==> src/rtl/rtc_alarm_timer.sv <==
// rtc_alarm_timer: seconds counter with a built-in prescaler, up/down counting,
// software time load and a sticky alarm flag raised on a time match.
module rtc_alarm_timer #(
  parameter int WIDTH     = 64,
  parameter int CLK_HZ    = 12000000,
  parameter int SUB_WIDTH = 24
) (
  input  logic                 clk,
  input  logic                 rst,
  input  logic                 count_enable,
  input  logic                 load_enable,
  input  logic                 down_mode,
  input  logic [WIDTH-1:0]     i_time,
  input  logic                 alarm_we,
  input  logic [WIDTH-1:0]     i_alarm,
  input  logic                 alarm_ack,
  output logic [WIDTH-1:0]     o_time,
  output logic [SUB_WIDTH-1:0] o_sub,
  output logic                 o_tick,
  output logic                 o_alarm
);

  localparam logic [SUB_WIDTH-1:0] SUB_MAX = SUB_WIDTH'(CLK_HZ - 1);
  localparam logic [WIDTH-1:0]     ONE     = {{(WIDTH-1){1'b0}}, 1'b1};

  logic [WIDTH-1:0] alarm_reg;
  logic [WIDTH-1:0] time_next;
  logic             wrap;
  logic             match;

  // Last prescaler step of a second; a load takes priority and suppresses it.
  assign wrap = count_enable && !load_enable && (o_sub == SUB_MAX);

  // Value o_time takes on this edge; down mode saturates at zero.
  always_comb begin
    time_next = o_time;
    if (load_enable)
      time_next = i_time;
    else if (wrap) begin
      if (!down_mode)
        time_next = o_time + ONE;
      else if (o_time != '0)
        time_next = o_time - ONE;
    end
  end

  // Match against the pre-write alarm value, only when o_time is refreshed.
  assign match = (load_enable || wrap) && (time_next == alarm_reg);

  // Time, prescaler and tick pulse.
  always_ff @(posedge clk or posedge rst) begin
    if (rst) begin
      o_time <= '0;
      o_sub  <= '0;
      o_tick <= 1'b0;
    end else begin
      o_time <= time_next;
      o_tick <= wrap;
      if (load_enable || wrap)
        o_sub <= '0;
      else if (count_enable)
        o_sub <= o_sub + 1'b1;
    end
  end

  // Alarm compare register; resets to all ones.
  always_ff @(posedge clk or posedge rst) begin
    if (rst)
      alarm_reg <= '1;
    else if (alarm_we)
      alarm_reg <= i_alarm;
  end

  // Sticky alarm flag; a set in the same cycle as an ack wins.
  always_ff @(posedge clk or posedge rst) begin
    if (rst)
      o_alarm <= 1'b0;
    else if (match)
      o_alarm <= 1'b1;
    else if (alarm_ack)
      o_alarm <= 1'b0;
  end

endmodule

==> config.mk <==
export PLATFORM = sky130hd
export DESIGN_NAME = rtc_alarm_timer
export DESIGN_NICKNAME = d
export VERILOG_FILES = /design/src/rtl/rtc_alarm_timer.sv
export SDC_FILE = /design/constraint.sdc
export NUM_CORES = 1
export LEC_CHECK = 0
export BUFFER_PORTS_ARGS = -buffer_cell sky130_fd_sc_hd__buf_2
export CORE_MARGIN = 4
export CORE_UTILIZATION = 40
export DETAILED_ROUTE_END_ITERATION = 10
export PLACE_DENSITY = 0.75
export SYNTH_ARGS = -nofsm -noshare
export SYNTH_HDL_FRONTEND = slang
export SYNTH_SLANG_ARGS = --single-unit
==> constraint.sdc <==
create_clock -name clk -period 4.9 [get_ports clk]
set_input_delay 0.98 -clock clk [delete_from_list [all_inputs] [get_ports clk]]
set_output_delay 0.98 -clock clk [all_outputs]
set_load 0.01 [all_outputs]
==> out/metrics.cfg <==
[global_routing]
first_global_vias=13353
antenna_found_initial=1
grt.total_usage_pct=35.4
grt_overflow=0
grt_start_max_net_pins=155
grt_pass1_wl_um=87400

[worst_setup_path]
crit_cells=13
worstPathRequired_ns=5.27
r2r_start=o_time[21]$_DFF_PP0_
critPathLaunchType=flop
path_delay_family=simple AND/OR/NAND/NOR gates
crit_path_cell_trace=or4_1 -> or4_4 -> or4_4 -> buf_4 -> o21bai_1 -> buf_12 -> nor2_1 -> xnor2_1 -> o21ai_0 -> o32ai_1 -> nor4b_1 -> nand4_1 -> o22ai_1
crit_type=reg -> reg
crit_buf_inv=2
worstPathMaxFanout=22
slowest_delay_ns=0.63
slowest_stage=or4_1
crit_path_end_kind=flop
reg2reg_depth=13
crit_path_start=o_time[21]$_DFF_PP0_
worstPathArrival_ns=5.03
cpMostUsedCell=or4_4

[route]
vias_per_cell=6.51
vias=13743
wl_um=59700
dr.pass1.iters=6
drc=0
antenna_left=0
wire_per_inst_um=28.3
drtIter0Drc=1927

[sta]
slew_violations=0
maxSlewHeadroom_pct=33.5
rsz0062_at_grt=false
finalHoldViolations=0
finalCritPeriodShare_pct=95.1
worstMarginPinSlew_ns=0.998
max_freq_ghz=0.215
setup_ws_ns=0.242
clock_skew_ns=0.0130
setup_viol_count_final=0
tns_ns=0
min_period_ns=4.66

[logic_synthesis]
synthCells=1430
synth_nets=1569
async_flop_share_pct=100
synth.ff_latch_count=154
ys_warn_count=0
synth_area_mm2=0.0118
yosysSeqAreaShare_pct=33.2
syn_area_per_cell_um2=8.27
synth_edf_count=0
ys.flop_type=dfrtp_1
synth_cell_type_count=78

[floorplanning]
die_y_um=180
ios=225
die_area_mm2=0.0324
die_x_um=180
core_area_mm2=0.0289
start_util_pct=40.9
fp-row-count=62

[outcome]
status=finished, final reports clean

[clock_tree]
clk_path_buf_depth=2
clk_latency_ns=0.46
cts-root-buf=clkbuf_16
ctsResizeCount=0
cts_tree=yes
post-cts-setup-buffer-count=0
clk_pin_slew_ns=0.07
cts_num_sinks=154
h-tree-depth=4
holdBufCountCts=0
numCtsBuffers=17

[job]
maxCapViolations=0

[final_layout]
multi_input_area_mm2=0.00737
drive_gt1_share_pct=32.1
layout.nets=1854
syn_to_final_growth_pct=24.7
n_fill_cell=2769
seq_area_mm2=0.00393
antenna_cells=0

[place]
hpwl_um=46800
io_buffers=224
gp_congestion=1.09
place_ws_ns=0.455

[min_path]
hold_start=alarm_reg[19]$_DFFE_PP1P_
min_path_cells=2
hold_path.class=reg -> reg

[power_and_ir_drop]
p_per_area_mw_per_mm2=268
peakVddDrop_uv=178
power_uw=3950
leakage_uw=0.00583

## final timing paths
kind                                        endpoint  slack, ns
max                              o_alarm$_DFFE_PP0P_       0.24
min                        alarm_reg[19]$_DFFE_PP1P_       0.54
max reg2reg                      o_alarm$_DFFE_PP0P_       0.24
min reg2reg                alarm_reg[19]$_DFFE_PP1P_       0.54
max in group asynchronous       o_time[54]$_DFF_PP0_       3.43
min in group asynchronous        o_time[4]$_DFF_PP0_       0.76
## layout by cell type (no fill, tap or decap), types with 60 or more instances in the layout
cell type and n:
nand4_1 60, mux2_2 63, xor2_1 64, dfstp_2 64, xnor2_1 76, dfrtp_1 90, nand3_1 64, buf_2 223
nand2_1 141, buf_4 140, nor2_1 126, o21ai_0 83
## per-layer routing
layer | routed length (um) | vias to the layer above | track usage (%)
met3 | 7810 | 178 | 12.4
li1 | - | 5868 | -
met4 | 2900 | 0 | 15.5
met1 | 23800 | 6690 | 47.9
met2 | 25200 | 1007 | 51.4
met5 | 0 | - | 0
## cells by family after synthesis
family,share of synthesized area [%]
fa+ha+maj,0.423
flops,33.2
xor+xnor,10.6
buf+inv,4.56
compound gates,15.4
simple gates,29.2
mux,6.67
## worst register-to-register path, stage by stage (launching register included)
cell and delay (ns):
dfrtp_1 0.44, or4_1 0.63, or4_4 0.63, or4_4 0.58, buf_4 0.18, o21bai_1 0.23, buf_12 0.21, nor2_1 0.08
xnor2_1 0.12, o21ai_0 0.59, o32ai_1 0.20, nor4b_1 0.39, nand4_1 0.15, o22ai_1 0.12
## synthesized netlist by cell type (33+ instances only)
cell | n | area (um^2)
clkbuf_1 | 80 | 300
dfrtp_1 | 90 | 2250
nor3_1 | 49 | 245
nor4_1 | 56 | 350
o21ai_0 | 83 | 415
or3_1 | 33 | 206
inv_1 | 33 | 124
nor2_1 | 126 | 473
mux2_2 | 63 | 709
xnor2_1 | 76 | 666
dfstp_2 | 64 | 1680
nand2_1 | 141 | 529
a21oi_1 | 35 | 175
nand3_1 | 64 | 320
nand4_1 | 60 | 375
xor2_1 | 64 | 561
## power breakdown
part / total, uW / internal (uW) / switching (uW)
Combinational: 1020 / 390 / 625
Sequential: 1570 / 1410 / 158
Clock: 1360 / 680 / 684
## layout make-up
cell class,instances,share of cell area (%)
well taps,384,3.26
multi-input cells,1141,49.9
clock inverters,15,1.03
repair buffers,368,15.4
clock buffers,17,2.88
inverters,33,0.865
flip-flops and latches,154,26.7
## through the flow
step	hold slack [ns]	instances	instance area [um^2]	utilization, %
detailed placement	0.519	2080	14200	49.0
finish	0.538	2112	14800	51.0
floorplan	0.480	1430	11800	-
global placement	0.508	2080	14200	49.0
global route	0.596	2112	14800	51.0
CTS	0.536	2112	14800	51.0
Power figures use the tool's default switching activity.
